===== src/rtl/spi_ctrl_pkg.sv =====
// Shared types and helpers for the SPI slave transaction controller.
package spi_ctrl_pkg;

    typedef enum logic [2:0] {
        IDLE      = 3'd0,
        ADDR      = 3'd1,
        WR_DATA   = 3'd2,
        WR_COMMIT = 3'd3,
        RD_LOAD   = 3'd4,
        RD_SHIFT  = 3'd5
    } state_e;

    localparam logic READ  = 1'b1;
    localparam logic WRITE = 1'b0;

    // Bits needed to hold any per-phase edge count.
    function automatic int cnt_width(input int a, input int d);
        int m;
        m = (a > d) ? a : d;
        return $clog2(m + 1);
    endfunction

endpackage


===== src/rtl/spi_bit_cnt.sv =====
// Loadable / clearable down-counter; o_tc flags the last edge of a phase.
module spi_bit_cnt #(
    parameter int W = 4
) (
    input  logic         clk,
    input  logic         rst_n,
    input  logic         i_clr,
    input  logic         i_load,
    input  logic [W-1:0] i_load_val,
    input  logic         i_dec,
    output logic         o_tc
);

    logic [W-1:0] r_cnt;

    always_ff @(posedge clk) begin
        if (!rst_n || i_clr)
            r_cnt <= '0;
        else if (i_load)
            r_cnt <= i_load_val;
        else if (i_dec && (r_cnt != '0))
            r_cnt <= r_cnt - 1'b1;
    end

    assign o_tc = (r_cnt == '0);

endmodule


===== src/rtl/spi_ctrl_fsm.sv =====
// SPI slave transaction controller: address capture, R/W decode, write commit, read load/shift.
// Define SPI_CTRL_BURST_EN for burst transfers with address auto-increment.
module spi_ctrl_fsm
    import spi_ctrl_pkg::*;
#(
    parameter int ADDR_W = 7,
    parameter int DATA_W = 8
) (
    input  logic sclk,
    input  logic rst_n,
    input  logic cs,
    input  logic sout,
    output logic miso_buff,
    output logic dm_we,
    output logic addr_we,
    output logic sr_we,
    output logic addr_inc,
    output logic xfer_done
);

    localparam int CNT_W = cnt_width(ADDR_W, DATA_W);
    localparam logic [CNT_W-1:0] A_LAST = CNT_W'(ADDR_W - 1);
    localparam logic [CNT_W-1:0] D_LAST = CNT_W'(DATA_W - 1);

    state_e           r_state, w_state_nxt;
    logic             r_miso, r_dm, r_addr, r_sr, r_inc, r_done;
    logic             w_miso, w_dm, w_addr, w_sr, w_inc, w_done;
    logic             w_clr, w_load, w_dec, w_tc;
    logic [CNT_W-1:0] w_load_val;

    spi_bit_cnt #(.W(CNT_W)) u_cnt (
        .clk        (sclk),
        .rst_n      (rst_n),
        .i_clr      (w_clr),
        .i_load     (w_load),
        .i_load_val (w_load_val),
        .i_dec      (w_dec),
        .o_tc       (w_tc)
    );

    always_ff @(posedge sclk) begin
        if (!rst_n) begin
            r_state <= IDLE;
            {r_miso, r_dm, r_addr, r_sr, r_inc, r_done} <= '0;
        end else begin
            r_state <= w_state_nxt;
            {r_miso, r_dm, r_addr, r_sr, r_inc, r_done} <=
                {w_miso, w_dm, w_addr, w_sr, w_inc, w_done};
        end
    end

    // Counter is reloaded with (edges-1) when entering a counted phase, cleared otherwise.
    always_comb begin
        w_state_nxt = r_state;
        {w_miso, w_dm, w_addr, w_sr, w_inc, w_done} = '0;
        w_clr      = 1'b0;
        w_load     = 1'b0;
        w_load_val = '0;
        w_dec      = 1'b0;
        if (cs) begin
            w_state_nxt = IDLE;
            w_clr       = 1'b1;
        end else begin
            case (r_state)
                IDLE: begin
                    w_state_nxt = ADDR;
                    w_load      = 1'b1;
                    w_load_val  = A_LAST;
                end
                ADDR: begin
                    w_addr = 1'b1;
                    if (w_tc) begin
                        if (sout == READ) begin
                            w_state_nxt = RD_LOAD;
                            w_clr       = 1'b1;
                        end else begin
                            w_state_nxt = WR_DATA;
                            w_load      = 1'b1;
                            w_load_val  = D_LAST;
                        end
                    end else begin
                        w_dec = 1'b1;
                    end
                end
                WR_DATA: begin
                    if (w_tc) begin
                        w_state_nxt = WR_COMMIT;
                        w_clr       = 1'b1;
                    end else begin
                        w_dec = 1'b1;
                    end
                end
                WR_COMMIT: begin
                    w_dm   = 1'b1;
                    w_done = 1'b1;
`ifdef SPI_CTRL_BURST_EN
                    w_inc       = 1'b1;
                    w_state_nxt = WR_DATA;
                    w_load      = 1'b1;
                    w_load_val  = D_LAST;
`else
                    w_state_nxt = IDLE;
                    w_clr       = 1'b1;
`endif
                end
                RD_LOAD: begin
                    w_sr        = 1'b1;
                    w_state_nxt = RD_SHIFT;
                    w_load      = 1'b1;
                    w_load_val  = D_LAST;
                end
                RD_SHIFT: begin
                    w_miso = 1'b1;
                    if (w_tc) begin
                        w_done = 1'b1;
                        w_clr  = 1'b1;
`ifdef SPI_CTRL_BURST_EN
                        w_inc       = 1'b1;
                        w_state_nxt = RD_LOAD;
`else
                        w_state_nxt = IDLE;
`endif
                    end else begin
                        w_dec = 1'b1;
                    end
                end
                default: begin
                    w_state_nxt = IDLE;
                    w_clr       = 1'b1;
                end
            endcase
        end
    end

    assign miso_buff = r_miso;
    assign dm_we     = r_dm;
    assign addr_we   = r_addr;
    assign sr_we     = r_sr;
    assign addr_inc  = r_inc;
    assign xfer_done = r_done;

endmodule


===== config.mk =====
export PLATFORM = sky130hd
export DESIGN_NAME = spi_ctrl_fsm
export DESIGN_NICKNAME = d
export VERILOG_FILES = /design/src/rtl/spi_ctrl_pkg.sv /design/src/rtl/spi_bit_cnt.sv /design/src/rtl/spi_ctrl_fsm.sv
export SDC_FILE = /design/constraint.sdc
export NUM_CORES = 1
export LEC_CHECK = 0
export CORE_AREA = 10 10 48 50
export CTS_CLUSTER_DIAMETER = 200
export DETAILED_ROUTE_END_ITERATION = 10
export DIE_AREA = 0 0 58 60
export PLACE_DENSITY = 0.69
export SKIP_CTS_REPAIR_TIMING = 1
export SYNTH_ARGS = -nofsm -noshare
export SYNTH_HDL_FRONTEND = slang
export SYNTH_HIERARCHICAL = 1
export SYNTH_SLANG_ARGS = --single-unit

===== constraint.sdc =====
create_clock -name sclk -period 3.09 [get_ports sclk]
set_input_delay 0.4635 -clock sclk [delete_from_list [all_inputs] [get_ports sclk]]
set_output_delay 0.4635 -clock sclk [all_outputs]
set_load 0.01 [all_outputs]

* Yosys cells after proc, flatten, opt, wreduce, memory -nomap -nowiden
Cells that the tools add are included.
** Word-level totals
- Output and inout port bits :: 6
- Register bits after elaboration :: 12
- Input bits :: 4
- Logic and storage cells :: 57
** Operators by class
- Eq/ne operators :: 8
- $add $sub $neg :: 1
- Bitwise logic cells :: 1
- Multiplexer cells :: 28
- Reduce and logical (&&, ||, !) cells :: 12
** Operator list (number)
- $mux 3 :: 7
- $pmux 3 s5 :: 1
- $mux 1 :: 14
- $pmux 3 s3 :: 1
- $mux 4 :: 2
- $eq 3x2->1 const B :: 2
- $eq 3x3->1 const B :: 2
- $ne 2x1->1 const B :: 3
- $reduce_or 2->1 :: 3
- $logic_not 4->1 :: 1
- $pmux 1 s2 :: 2
- $reduce_bool 4->1 :: 1
- $sub 4x1->4 const B :: 1
- $eq 3x1->1 const B :: 1
- $logic_not 3->1 :: 1
- $pmux 1 s3 :: 1
- $reduce_and 3->1 :: 1
- $reduce_or 3->1 :: 1
- $reduce_bool 2->1 :: 1
- $logic_and 1x1->1 :: 1
- $logic_not 1->1 :: 1
- $logic_or 1x1->1 :: 1
- $not 1->1 :: 1

* Depth between registers and ports, before layout
- Depth after elaboration :: 7
- Gate-level depth with buffers :: 10
- Mapped depth without buffers :: 9

* Hierarchy
Netlist, hierarchy kept.
** Modules (own cells, without submodules)
- spi_ctrl_fsm :: cells an instance 45, area an instance 414.1 um^2, times used 1, seq. area each 160.2 um^2
- spi_bit_cnt :: cells an instance 31, area an instance 261.5 um^2, times used 1, seq. area each 80.1 um^2

* Worst setup path before layout
Ideal clock, no wire load.
- Path kind :: reg-to-reg
- From :: register u_cnt.r_cnt[0]
- To :: register u_cnt.r_cnt[0]
- Slack :: 0.589 ns
- Setup time :: 0.126 ns
- Period minus slack after synthesis :: 2.501 ns
- Arrival :: 2.376 ns
- Path buffers :: 1
- Cell stages (with the launch flop) :: 11
- Data required time :: 2.964 ns
- Cell sequence :: dfxtp_1 inv_1 ha_1 or3b_4 clkinv_2 buf_6 or3b_1 a211oi_1 inv_1 o21ai_0 a31oi_2
** On the way
- Elaborated cells between the ends (all ways) :: 21
- Classes of those cells :: 1 x add/sub; 15 x mux; 5 x reduce/logical
** RTL lines
- start, declared :: line spi_bit_cnt.sv:14 : logic [W-1:0] r_cnt;
- start signal, assigned :: line spi_bit_cnt.sv:20 : r_cnt <= i_load_val;
- start signal, assigned :: line spi_bit_cnt.sv:22 : r_cnt <= r_cnt - 1'b1;
- $logic_not 4->1 (*) :: line spi_bit_cnt.sv:25 : assign o_tc = (r_cnt == '0);
- named net w_tc :: line spi_ctrl_fsm.sv:28 : logic w_clr, w_load, w_dec, w_tc;
- $mux 1 (*) :: line spi_ctrl_fsm.sv:72 : if (w_tc) begin
- $pmux 1 s2 (*) :: line spi_ctrl_fsm.sv:64 : case (r_state)
- $mux 1 (*) :: line spi_ctrl_fsm.sv:60 : if (cs) begin
- named net w_load :: line spi_ctrl_fsm.sv:28
- $mux 4 / $reduce_bool 2->1 (equally long branches)
Mark *: on every way through the listed nets, which the timed path passes. The rest lies on a longest branch. The select of a mux whose other input is x is not followed.
A chain may end at the register's enable or synchronous reset.

* Worst setup path in the final report
- From :: register u_cnt.r_cnt[0]
- To :: register u_cnt.r_cnt[3]
** On the way
- Cells in the longest elaborated chain, start to end :: 6
- Elaborated cells between the ends (all ways) :: 18
- Classes of those cells :: 1 x add/sub; 12 x mux; 5 x reduce/logical
** Ends and longest elaborated chain
- $logic_not 4->1 :: line spi_bit_cnt.sv:25
- named net w_tc :: line spi_ctrl_fsm.sv:28
- $mux 1 :: line spi_ctrl_fsm.sv:72, spi_ctrl_fsm.sv:86, spi_ctrl_fsm.sv:114
- $mux 1
- $mux 1 :: line spi_ctrl_fsm.sv:60
- named net w_dec :: line spi_ctrl_fsm.sv:28
- $logic_and 1x1->1 :: line spi_bit_cnt.sv:21 : else if (i_dec && (r_cnt != '0))
- $reduce_bool 2->1 (no line)
The timed path passes the listed nets, and every way through them passes these cells. The select of a mux whose other input is x is not followed.

==> metrics.log <==
[metrics] top area cells in the synthesized netlist: sky130_fd_sc_hd__dfxtp_1, sky130_fd_sc_hd__a211oi_1, sky130_fd_sc_hd__nand2b_1
[metrics] Root Driver: sky130_fd_sc_hd__clkbuf_4
[metrics] total I/O pin count: 10
[metrics] IO Port Bufs: 8
[metrics] Hold Worst Slack: around 530 ps
[metrics] worst setup path class: flip-flop to flip-flop
[metrics] Die Ht: roughly 60 µm
[metrics] clock-pin slew on the worst setup and hold paths: 70 ps
[metrics] ys async rst share: 0%
[metrics] required time of the critical path: 3250 ps
[metrics] time the final worst path needs with I/O delays and setup: 2450 ps
[metrics] worst supply voltage drop on vdd: 0.215 mV
[metrics] max-cap violations: 0
[metrics] Post-Syn Area: just under 700 µm²
[metrics] router iterations before antenna repair: 3
[metrics] sum of negative setup slack: 0 ps
[metrics] count of antenna diodes in the layout: 0
[metrics] Min-Delay Path Class: flip-flop to flip-flop
[metrics] initial core utilization: 47.0%
[metrics] Worst Hold Path Cells: 2
[metrics] Reg2Reg Depth: 8
[metrics] Yosys reg bits: 12
[metrics] total overflow reported by the global router: 0
[metrics] number of H-tree levels: 1
[metrics] GP Congestion: 0.743
[metrics] relative max-transition margin: 55.4%
[metrics] first-pass GRT wire length: 2.36 mm
[metrics] critical-path maximum fanout: 13
[metrics] die area: 3480 µm²
[metrics] Die W: 58 µm
[metrics] Reg-to-Reg End: u_cnt/r_cnt[3]
[metrics] final setup violating endpoints: 0
[metrics] remaining antenna violation count after routing: 0
[metrics] RR Startpoint: u_cnt/r_cnt[0]
[metrics] power share of the clock group: 30.3%
[metrics] final hold violation count: 0
[metrics] pin count of the biggest net entering global routing: 16
[metrics] hold_sp: u_cnt/r_cnt[0]
[metrics] count of standard-cell rows: 14
[metrics] register-to-register path setup slack: 640 ps
[metrics] slew of the pin with the lowest slew margin: 665 ps
[metrics] startpoint class of the critical path: flip-flop
[metrics] cell leakage power: 0.259 nW
[metrics] sequential fraction of design power: 53.7%
[metrics] count of vias placed by the detailed router: 569
[metrics] count of final max-slew check failures: 0
[metrics] Net Sw Frac: between 20% and 30%
[metrics] ratio of final minimum period to clock period: 79.2%
[metrics] post-route core utilization: a little over half
[metrics] Overall Global Routing Usage: 8.53%
[metrics] via count of the first global-routing pass: 526
[metrics] per-cell via count in the routed design: 5.69
[metrics] status: finished, final reports clean
[metrics] Core Footprint: 1440 µm²
[metrics] most common cell in the netlist: sky130_fd_sc_hd__dfxtp_1
[metrics] area grow syn2layout: 15.0%
[metrics] setup slack after layout: about 640 ps
[metrics] DRC marker count from the first detailed-route iteration: 5
[metrics] Mapped Avg Cell Area: 8.89 µm²
[metrics] number of clock sinks: 12
[metrics] top flip-flop cell by instance count after synthesis: sky130_fd_sc_hd__dfxtp_1
[metrics] CP Capture Type: flip-flop
[metrics] Worst Hold End: u_cnt/r_cnt[0]
[metrics] sequential fraction of the synthesis area: 35.6%
[metrics] number of enable flip-flop cells after synthesis: 0
[metrics] top-area cell type share of the netlist area: 35.6%
[metrics] crit path DAT: 2610 ps
[metrics] antenna violations before repair: 0
[metrics] unrepaired setup endpoints after global routing: false
[metrics] placed wire-length estimate: 1.05 mm
[metrics] Netlist cell types: 34
[metrics] achievable frequency: 0.409 GHz
[metrics] worst-case setup slack after placement: ~650 ps
[metrics] library cell occupying the most area in the post-synthesis netlist: sky130_fd_sc_hd__dfxtp_1
[metrics] clock skew: approximately 6.8 ps
[metrics] net total in the final layout: roughly 90
[metrics] largest buffer count on any clock path: 2
[metrics] cell types with the highest counts after synthesis: sky130_fd_sc_hd__dfxtp_1, sky130_fd_sc_hd__nand2b_1, sky130_fd_sc_hd__a211oi_1
[metrics] Syn Inst Count: 76
[metrics] proportion of power drawn by combinational gates: 16.1%
[metrics] internal power: 0.227 mW
[metrics] clock insertion delay at the later pin of the skew report: 270 ps
[metrics] number of buffers created by CTS: 3
[metrics] TritonCTS clock tree: yes
[metrics] number of DRC violations after detailed routing: 0
[metrics] fraction of final layout cells with drive strength greater than 1: 11.9%
[metrics] Power Density: 400 nW/µm²
[metrics] detailed-route wire length per cell: 14.0 µm
[metrics] total net switching power: about 0.083 mW
[metrics] overall routed net length: 1.40 mm
[metrics] total of warnings raised by yosys: 6
## state kept, by name, indices dropped and copies added, names as in the netlist
name,cells
addr_we,1
r_state,3
xfer_done,1
u_cnt/r_cnt,4
miso_buff,1
sr_we,1
dm_we,1
## routing by layer
layer	global-route usage, %	share of wire [%]
met3	4.24	4.2
met4	3.02	0.93
met1	8.85	44
met5	0	0
met2	14.6	51
## how the worst max path moves through the flow
stage,start,to,slack (ps),cells after the start
2_1_floorplan,u_cnt/r_cnt[0],u_cnt/r_cnt[0],590,10
3_3_place_gp,u_cnt/r_cnt[0],u_cnt/r_cnt[3],680,8
3_5_place_dp,u_cnt/r_cnt[0],u_cnt/r_cnt[3],650,8
4_1_cts,u_cnt/r_cnt[0],u_cnt/r_cnt[3],620,8
5_1_grt,u_cnt/r_cnt[0],u_cnt/r_cnt[3],370,8
6_report,u_cnt/r_cnt[0],u_cnt/r_cnt[3],640,8
## final cells by class
cell class / instances / area [µm²]
sequential: 12 / 240
tap: 16 / 20.0
fill: 149 / 659
multi-input combinational: 55 / 387
clock buffer: 3 / 22.5
inverter: 5 / 20.0
timing repair buffer: 9 / 87.6
## placed cells by master, fill, tap and decap left out, drive strengths merged
cell / Yosys / layout
nand2b: 7 / 7
clkdlybuf4s50: 0 / 8
nand4bb: 2 / 2
or3b: 3 / 3
buf: 4 / 1
a221oi: 1 / 1
nor2: 5 / 5
a211oi: 6 / 6
ha: 1 / 1
nor4b: 1 / 1
dfxtp: 12 / 12
inv: 4 / 4
conb: 1 / 2
or2b: 1 / 1
o21ai: 4 / 4
clkbuf: 1 / 3
a21bo: 1 / 1
nor3: 2 / 2
clkinv: 1 / 1
o211ai: 1 / 1
a21boi: 1 / 1
nand3: 5 / 5
a31oi: 1 / 1
nand3b: 2 / 2
nand4: 1 / 1
o311a: 1 / 1
o2111ai: 1 / 1
a21oi: 3 / 3
nand4b: 1 / 1
nor2b: 1 / 1
mux2i: 1 / 1
## power groups by stage
stage / Clock [mW] / Sequential, mW / Combinational, mW
finish: 0.0940 / 0.167 / 0.0500
floorplan: 0 / 0.166 / 0.0434
detailed placement: 0 / 0.170 / 0.0499
CTS: 0.0976 / 0.167 / 0.0501
global placement: 0 / 0.170 / 0.0489
global route: 0.104 / 0.168 / 0.0568
## critical path, stage by stage, from the launching register on
cell and delay, ps:
sky130_fd_sc_hd__dfxtp_1 390, sky130_fd_sc_hd__inv_1 80, sky130_fd_sc_hd__ha_1 230, sky130_fd_sc_hd__or3b_4 260
sky130_fd_sc_hd__clkinv_2 160, sky130_fd_sc_hd__a211oi_1 580, sky130_fd_sc_hd__nor4b_2 340, sky130_fd_sc_hd__mux2i_1 220
sky130_fd_sc_hd__a21oi_1 80
## cell families after synthesis
family | after synthesis | share of synthesized area [%]
AND/OR/NAND/NOR | 31 | 30.7
AO/OA/AOI/OAI | 20 | 22.0
flip-flops | 12 | 35.6
buffers and inverters | 10 | 7.78
multiplexers | 1 | 1.48
adder cells (fa/ha/maj) | 1 | 1.85
other | 1 | 0.555
## metrics by stage
| step | power [mW] | area, µm² | instances |
|---|---|---|---|
| detailed placement | 0.220 | 754 | 97 |
| global route | 0.329 | 777 | 100 |
| CTS | 0.314 | 777 | 100 |
| global placement | 0.219 | 754 | 97 |
| finish | 0.311 | 777 | 100 |
| floorplan | 0.210 | 679 | 77 |
(Power assumes the default switching activity.)
